**src/rtl/adpcm_sched_pkg.sv**
```systemverilog
// rtl/adpcm_sched_pkg.sv - shared types and constants for the ADPCM frame scheduler
package adpcm_sched_pkg;

   localparam int NIBBLE_W = 4;

   typedef enum logic [1:0] {
      IDLE = 2'd0,
      SEND = 2'd1,
      GAP  = 2'd2
   } sched_state_e;

endpackage

```
**src/rtl/adpcm_rr_arbiter.sv**
```systemverilog
// rtl/adpcm_rr_arbiter.sv - combinational round-robin pick: first request at or after ptr
module adpcm_rr_arbiter #(
   parameter int NUM_REQ = 4,
   parameter int IDX_W   = $clog2(NUM_REQ)
) (
   input  logic [NUM_REQ-1:0] req,
   input  logic [IDX_W-1:0]   ptr,
   output logic               gnt_valid,
   output logic [NUM_REQ-1:0] gnt_onehot,
   output logic [IDX_W-1:0]   gnt_idx
);

   logic [IDX_W:0]   sum;
   logic [IDX_W-1:0] cand;

   // Walk offsets from farthest to nearest so the closest requester to ptr wins last.
   always_comb begin
      gnt_valid = 1'b0;
      gnt_idx   = '0;
      sum       = '0;
      cand      = '0;
      for (int i = NUM_REQ - 1; i >= 0; i--) begin
         sum = {1'b0, ptr} + (IDX_W + 1)'(i);
         if (sum >= (IDX_W + 1)'(NUM_REQ)) begin
            sum = sum - (IDX_W + 1)'(NUM_REQ);
         end
         cand = sum[IDX_W-1:0];
         if (req[cand]) begin
            gnt_valid = 1'b1;
            gnt_idx   = cand;
         end
      end
   end

   assign gnt_onehot = gnt_valid ? (NUM_REQ'(1) << gnt_idx) : '0;

endmodule

```
**src/rtl/adpcm_frame_scheduler.sv**
```systemverilog
// rtl/adpcm_frame_scheduler.sv - round-robin scheduler driving one ADPCM frame/nibble link
module adpcm_frame_scheduler
   import adpcm_sched_pkg::*;
#(
   parameter int NUM_REQ       = 4,
   parameter int FRAME_NIBBLES = 8,
   parameter int GAP_CYCLES    = 1
) (
   input  logic                                    clk,
   input  logic                                    rst,
   input  logic [NUM_REQ-1:0]                      req_valid,
   input  logic [NUM_REQ*NIBBLE_W*FRAME_NIBBLES-1:0] req_data,
   output logic [NUM_REQ-1:0]                      req_ready,
   output logic                                    frame,
   output logic [NIBBLE_W-1:0]                     data,
   output logic                                    busy,
   output logic [$clog2(NUM_REQ)-1:0]              grant_id
);

   localparam int IDX_W = $clog2(NUM_REQ);
   localparam int PAY_W = NIBBLE_W * FRAME_NIBBLES;
   localparam int CNT_W = (FRAME_NIBBLES > 1) ? $clog2(FRAME_NIBBLES) : 1;
   localparam logic [CNT_W-1:0] LAST_NIB = CNT_W'(FRAME_NIBBLES - 1);
   localparam logic [3:0]       LAST_GAP = 4'(GAP_CYCLES - 1);

   sched_state_e        state_q, state_d;
   logic [PAY_W-1:0]    shift_q, shift_d;
   logic [CNT_W-1:0]    cnt_q, cnt_d;
   logic [3:0]          gap_q, gap_d;
   logic [IDX_W-1:0]    ptr_q, ptr_d;
   logic [IDX_W-1:0]    grant_id_q, grant_id_d;
   logic [NUM_REQ-1:0]  ready_q, ready_d;
   logic                frame_q, frame_d;
   logic [NIBBLE_W-1:0] data_q, data_d;
   logic                busy_q, busy_d;

   logic                arb_valid;
   logic [NUM_REQ-1:0]  arb_onehot;
   logic [IDX_W-1:0]    arb_idx;

   adpcm_rr_arbiter #(
      .NUM_REQ (NUM_REQ),
      .IDX_W   (IDX_W)
   ) u_arb (
      .req        (req_valid),
      .ptr        (ptr_q),
      .gnt_valid  (arb_valid),
      .gnt_onehot (arb_onehot),
      .gnt_idx    (arb_idx)
   );

   always_comb begin
      state_d    = state_q;
      shift_d    = shift_q;
      cnt_d      = cnt_q;
      gap_d      = gap_q;
      ptr_d      = ptr_q;
      grant_id_d = grant_id_q;
      ready_d    = '0;
      frame_d    = 1'b0;
      data_d     = '0;
      busy_d     = 1'b0;
      case (state_q)
         IDLE: begin
            if (arb_valid) begin
               ready_d    = arb_onehot;
               shift_d    = req_data[arb_idx*PAY_W +: PAY_W];
               grant_id_d = arb_idx;
               ptr_d      = (arb_idx == IDX_W'(NUM_REQ - 1)) ? '0 : arb_idx + 1'b1;
               cnt_d      = '0;
               busy_d     = 1'b1;
               state_d    = SEND;
            end
         end
         SEND: begin
            // Output regs lag state by one edge, so the nibble leaves while cnt advances.
            frame_d = 1'b1;
            data_d  = shift_q[NIBBLE_W-1:0];
            shift_d = shift_q >> NIBBLE_W;
            cnt_d   = cnt_q + 1'b1;
            busy_d  = 1'b1;
            if (cnt_q == LAST_NIB) begin
               gap_d   = '0;
               state_d = (GAP_CYCLES > 0) ? GAP : IDLE;
            end
         end
         GAP: begin
            busy_d = 1'b1;
            gap_d  = gap_q + 1'b1;
            if (gap_q == LAST_GAP) begin
               state_d = IDLE;
            end
         end
         default: state_d = IDLE;
      endcase
   end

   always_ff @(posedge clk or posedge rst) begin
      if (rst) begin
         state_q    <= IDLE;
         shift_q    <= '0;
         cnt_q      <= '0;
         gap_q      <= '0;
         ptr_q      <= '0;
         grant_id_q <= '0;
         ready_q    <= '0;
         frame_q    <= 1'b0;
         data_q     <= '0;
         busy_q     <= 1'b0;
      end else begin
         state_q    <= state_d;
         shift_q    <= shift_d;
         cnt_q      <= cnt_d;
         gap_q      <= gap_d;
         ptr_q      <= ptr_d;
         grant_id_q <= grant_id_d;
         ready_q    <= ready_d;
         frame_q    <= frame_d;
         data_q     <= data_d;
         busy_q     <= busy_d;
      end
   end

   assign req_ready = ready_q;
   assign frame     = frame_q;
   assign data      = data_q;
   assign busy      = busy_q;
   assign grant_id  = grant_id_q;

endmodule

```
**config.mk**
```make
export PLATFORM = sky130hd
export DESIGN_NAME = adpcm_frame_scheduler
export DESIGN_NICKNAME = d
export VERILOG_FILES = /design/src/rtl/adpcm_sched_pkg.sv /design/src/rtl/adpcm_rr_arbiter.sv /design/src/rtl/adpcm_frame_scheduler.sv
export SDC_FILE = /design/constraint.sdc
export NUM_CORES = 1
export LEC_CHECK = 0
export ABC_AREA = 1
export CAP_MARGIN = 40
export CORE_MARGIN = 3
export CORE_UTILIZATION = 50
export CTS_BUF_LIST = sky130_fd_sc_hd__clkbuf_8
export CTS_CLUSTER_SIZE = 14
export DETAILED_ROUTE_END_ITERATION = 10
export PLACE_DENSITY = 0.88
export SYNTH_ARGS = -nofsm -noshare
export SYNTH_HDL_FRONTEND = slang
export SYNTH_HIERARCHICAL = 1
export SYNTH_SLANG_ARGS = --single-unit
```
**constraint.sdc**
```tcl
create_clock -name clk -period 3.12 [get_ports clk]
set_input_delay 0.624 -clock clk [delete_from_list [all_inputs] [get_ports clk]]
set_output_delay 0.624 -clock clk [all_outputs]
set_load 0.02 [all_outputs]
```
==> results.json, run 1 <==
{
  "status": "complete, no violations",
  "antenna_cells": 0,
  "die-area_sq_um": 9000,
  "rr_endpoint": "shift_q[24]",
  "layout_common_cells": "321 x nand2_1, 145 x clkdlybuf4s50_1, 83 x nand3_1",
  "start_kind": "input pin",
  "syn_nets": 784,
  "critPathRequiredTime_ns": 3.37,
  "synthMuxAreaShare_pct": 0,
  "layout_setup_ws_ns": 0.434,
  "grt_overflow": 0,
  "routed_wl_um": 11100,
  "core_area_sq_um": 7450,
  "hold_depth": 2,
  "power.internal_w": 0.00288,
  "ys_top_cells_by_area": "dfrtp_1 35%, nand2_1 31%, nand3_1 11%",
  "p_sw_w": 0.00337,
  "final_common_cell": "nand2_1",
  "p_leak_nw": 2.84,
  "dieHeight_um": 94.9,
  "grt_pass1_wl_um": 18700,
  "setup_tns_ns": 0,
  "post_cts_buffers": 0,
  "reg2reg_depth": 17,
  "rows": 31,
  "finalSetupViolations": 0,
  "yosysTopAreaCellShare_pct": 34.8,
  "area_delta_synth_final_pct": 39.2,
  "cp_max_fo": 64,
  "period_share_pct": 86.1,
  "synth_warnings": 6,
  "clock-sinks": 55,
  "rr_startpoint": "ptr_q[0]",
  "end_kind": "flip-flop",
  "dp_hpwl_um": 8550,
  "start_util_pct": 53.0,
  "synth_top_family_by_area": "simple AND/OR/NAND/NOR gates",
  "gp_congestion": 0.882,
  "wire_per_inst_um": 12.8,
  "netlist_area_sq_um": 3950,
  "drtIter0Drc": 236,
  "io_pins": 146,
  "worst_pin_slew_ns": 0.656,
  "drive_above_1_share_pct": 4.96,
  "power_density_nw_per_um2": 1140,
  "synth_cell_types": 22,
  "yosys.area_share.simple_pct": 50.7,
  "cts-root-buf": "clkbuf_8",
  "synthCells": 639,
  "clk_path_buf_depth": 2,
  "min-delay-start": "shift_q[1]",
  "cts_resized": 0,
  "power_frac_seq_pct": 20.1,
  "drc_errors": 0,
  "grt_use_total_pct": 25.8,
  "hold_ws_ns": 0.476,
  "ys_seq_area_share_pct": 34.8,
  "portBuffers": 145,
  "finalHoldViolCount": 0,
  "vias": 4368,
  "grt_max_degree": 67,
  "drv_cap": 0,
  "peakVddDrop_mv": 0.870,
  "power_switching_share_pct": 53.9,
  "yosys.area_share.adder_pct": 3.48,
  "worstPathArrival_ns": 2.93,
  "detail_route.first_pass.iterations": 5,
  "crit_type": "input pin to flip-flop",
  "ys_ff_latch": 55,
  "yosys.area.top_type": "dfrtp_1",
  "layout_min_cycle_time_ns": 2.69,
  "grt_pass1_vias": 4207,
  "via_per_inst": 5.05,
  "total_power_w": 0.00625,
  "syn_avg_cell_area_sq_um": 6.18,
  "synth_compound_area_share_pct": 1.87,
  "synth-xor-area-share_pct": 0.222,
  "rsz0062_at_grt": "false",
  "maxSlewHeadroom_pct": 56.1,
  "tritoncts": "built",
  "htreeDepth": 2,
  "combPwrFrac_pct": 73.1,
  "insertion_delay_ns": 0.31,
  "hold_buffers": 0,
  "cts_buffers": 5,
  "antenna_left": 0,
  "die_w_um": 94.9,
  "nets": 910,
  "drv_slew": 0,
  "place_ws_ns": 0.140,
  "clkSlewWorstSetupHoldPaths_ns": 0.09,
  "antenna_found_initial": 0,
  "hp-class": "flip-flop to flip-flop",
  "worst_clock_skew_ns": 0.00565,
  "p_clk_share_pct": 6.8,
  "reg2reg_slack_ns": 0.60,
  "fmax_mhz": 372,
  "hold-path-endpoint": "data[1]"
}
-- synthesized netlist by cell type (all sizes together) --
library cell,count
a21oi,2
buf,30
clkbuf,5
dfrtp,55
ha,11
inv,33
nand2,335
nand3,84
nand4,3
nor2,70
o21a,1
o21ai,9
xor2,1
-- sequential cells by signal, indices dropped and copies added (netlist names) --
name	count
busy	1
cnt_q	3
data	4
frame	1
gap_q	4
grant_id	2
ptr_q	2
req_ready	4
shift_q	32
state_q	2
-- cell type report --
type,instances,area (sq um)
Fill cell,603,1950
Clock inverter,1,3.75
Tap cell,99,124
Clock buffer,7,96.3
Sequential cell,55,1380
Timing Repair Buffer,154,1540
Multi-Input combinational cell,516,2220
Inverter,33,129
-- worst max-delay path, cell delays in order --
cell and delay (ns):
clkdlybuf4s50_1 0.49, inv_1 0.05, nand2_1 0.08, nand3_1 0.12
nand2_1 0.13, inv_1 0.05, nor2_1 0.09, nor2_1 0.06
nand2_2 0.09, nand2_2 0.09, inv_2 0.06, buf_4 0.47
nand2_1 0.14, nand3_1 0.10, nand2_1 0.08, nand2_1 0.07
nand2_1 0.05, nand2_1 0.06
-- power groups by stage --
stage          combinational [W]  clock [W]  sequential, W
3_5_place_dp             0.00456          0        0.00126
3_3_place_gp             0.00441          0        0.00125
5_1_grt                  0.00524   0.000456        0.00129
2_1_floorplan            0.00353          0        0.00129
6_report                 0.00457   0.000424        0.00126
4_1_cts                  0.00459   0.000431        0.00125
-- stage by stage --
stage	instances	area (sq um)	utilization, %
after CTS	865	5500	73.8
after floorplan	639	3950	-
final	865	5500	73.8
after global placement	857	5400	72.5
after global routing	865	5500	73.8
after detailed placement	857	5400	72.5
-- per-layer routing --
| layer | track usage, % | part of all wire [%] | vias up |
|---|---|---|---|
| met5 | 0 | 0 | - |
| met4 | 7.09 | 1.7 | 0 |
| met3 | 5.34 | 6.5 | 16 |
| met2 | 43.5 | 49 | 161 |
| met1 | 33.5 | 43 | 1978 |
| li1 | - | - | 2213 |
-- worst max-delay path by stage --
stage                 startpoint  slack, ns          end
floorplan           req_valid[1]       1.12   shift_q[0]
detailed placement  req_valid[1]       0.14  shift_q[24]
global route        req_valid[0]       0.18   shift_q[0]
global placement    req_valid[1]       0.26  shift_q[24]
finish              req_valid[1]       0.43  shift_q[24]
CTS                 req_valid[1]       0.45  shift_q[24]
-- logic make-up (layout without fill, tap and decap cells) --
logic type,Yosys count,count (layout)
AND/OR/NAND/NOR,492,492
buffers and inverters,68,195
flip-flops,55,55
AO/OA/AOI/OAI,12,12
adder cells (fa/ha/maj),11,11
XOR/XNOR,1,1
Note: power is estimated with default switching activity, not from simulation.
==> run 2, diff against run 1 <==
clock period = 3.3 ns   (was 3.12 ns; I/O delays follow)
==> results.json, run 2 (synthesis gave the netlist of run 1 again) <==
{
  "drtIter0Drc": 286,
  "grt_use_total_pct": 25.1,
  "start_kind": "input pin",
  "area_delta_synth_final_pct": 39.6,
  "detail_route.first_pass.iterations": 4,
  "grt_pass1_wl_um": 18300,
  "die-area_sq_um": 9000,
  "cts-root-buf": "clkbuf_8",
  "p_leak_nw": 2.84,
  "wire_per_inst_um": 12.7,
  "post_cts_buffers": 0,
  "drv_cap": 0,
  "crit_type": "input pin to flip-flop",
  "grt_pass1_vias": 4162,
  "maxSlewHeadroom_pct": 43.5,
  "drc_errors": 0,
  "antenna_cells": 0,
  "met1_usage_pct": 33.4,
  "path_common_cell": "nand2_1",
  "cts_buffers": 5,
  "clock-sinks": 55,
  "regMostFlops": "shift_q",
  "insertion_delay_ns": 0.31,
  "total_power_w": 0.00590,
  "largest_reg_flops": 32,
  "clkSlewWorstSetupHoldPaths_ns": 0.09,
  "finalHoldViolCount": 0,
  "hold_buffers": 0,
  "grt_max_degree": 65,
  "dp_hpwl_um": 8370,
  "layout_common_cells": "321 x nand2_1, 145 x clkdlybuf4s50_1, 83 x nand3_1",
  "cts_resized": 0,
  "io_pins": 146,
  "die_w_um": 94.9,
  "peakVddDrop_mv": 0.986,
  "power_density_nw_per_um2": 1070,
  "status": "complete, no violations",
  "grt_overflow": 0,
  "drv_slew": 0,
  "core_area_sq_um": 7450,
  "busiest_layer": "met2",
  "fmax_mhz": 396,
  "portBuffers": 145,
  "hp-class": "flip-flop to flip-flop",
  "rsz0062_at_grt": "false",
  "nets": 911,
  "place_ws_ns": 0.507,
  "drive_above_1_share_pct": 5.08,
  "finalSetupViolations": 0,
  "worst_clock_skew_ns": 0.0110,
  "routed_wl_um": 11000,
  "htreeDepth": 2,
  "regArea_sq_um": 1380,
  "gp_congestion": 0.839,
  "antenna_found_initial": 0,
  "antenna_left": 0,
  "worstPathArrival_ns": 2.72,
  "layout_min_cycle_time_ns": 2.52,
  "filler_cell_count": 596,
  "dieHeight_um": 94.9,
  "clk_path_buf_depth": 2,
  "setup_tns_ns": 0,
  "rows": 31,
  "critPathRequiredTime_ns": 3.49,
  "via_per_inst": 5.03,
  "layout_setup_ws_ns": 0.777,
  "period_share_pct": 76.5,
  "cp_slowest_cell": "clkdlybuf4s50_1",
  "tritoncts": "built",
  "final_common_cell": "nand2_1",
  "multiInputGateArea_sq_um": 2220,
  "end_kind": "flip-flop",
  "start_util_pct": 53.0,
  "cp_num_buf_inv": 4,
  "cp_top_family": "simple AND/OR/NAND/NOR gates",
  "path_cells": "clkdlybuf4s50_1, inv_1, nand2_1, nand3_1, nand2_1, nor2_1, nand3_1, inv_1, nand2_2, o21ai_4, buf_12, nor2_1, nand2_1, nand2_1",
  "vias": 4360,
  "cpPeakStageDelay_ns": 0.42,
  "met3_usage_pct": 5.66,
  "met2_usage_pct": 41.4,
  "cp_max_fo": 42,
  "worst_pin_slew_ns": 0.846
}
-- run 2: cell count changes in the layout (fill, tap and decap cells not counted), sizes merged --
cell and delta:
clkinv +1, clkbuf -1, buf +1
-- run 2: worst min-delay path: cells and delay by family, from the launching register on --
| family | cells | cell delay (ns) |
|---|---|---|
| DFF | 1 | 0.35 |
| and+or+nand+nor | 1 | 0.05 |
| buffers and inverters | 1 | 0.04 |
-- run 2: power by group --
part	total [W]	internal, W	switching (W)
Clock	0.000382	0.000169	0.000212
Sequential	0.00119	0.00101	0.000182
Combinational	0.00433	0.00155	0.00277
Total	0.00590	0.00273	0.00317
-- run 2: through the flow --
| step | utilization (%) | cells | area (sq um) | hold slack, ns |
|---|---|---|---|---|
| after floorplan | - | 639 | 3950 | 0.436 |
| after global placement | 72.7 | 858 | 5420 | 0.451 |
| after detailed placement | 72.7 | 858 | 5420 | 0.450 |
| after CTS | 74.0 | 866 | 5510 | 0.467 |
| after global routing | 74.0 | 866 | 5510 | 0.491 |
| final | 74.0 | 866 | 5510 | 0.467 |
-- run 2: layout make-up --
| cell class | count | share of cell area, % |
|---|---|---|
| clock buffers | 6 | 1.50 |
| inverters | 33 | 2.34 |
| well taps | 99 | 2.25 |
| multi-input cells | 516 | 40.4 |
| flip-flops and latches | 55 | 25.0 |
| clock inverters | 2 | 0.227 |
| repair buffers | 155 | 28.4 |
-- run 2: final timing paths --
kind | from | endpoint | slack (ns) | cells past startpoint
min in group asynchronous | rst | frame | 0.70 | 2
min | shift_q[3] | data[3] | 0.47 | 2
min reg2reg | shift_q[3] | data[3] | 0.47 | 2
max reg2reg | ptr_q[0] | shift_q[4] | 0.94 | 12
max in group asynchronous | rst | shift_q[14] | 1.93 | 3
max | req_valid[1] | shift_q[4] | 0.78 | 14
-- run 2: layer usage --
layer	up-vias	share of wire, %
li1	2218	-
met1	1965	44
met2	161	48
met3	16	6.7
met4	0	1.4
met5	-	0
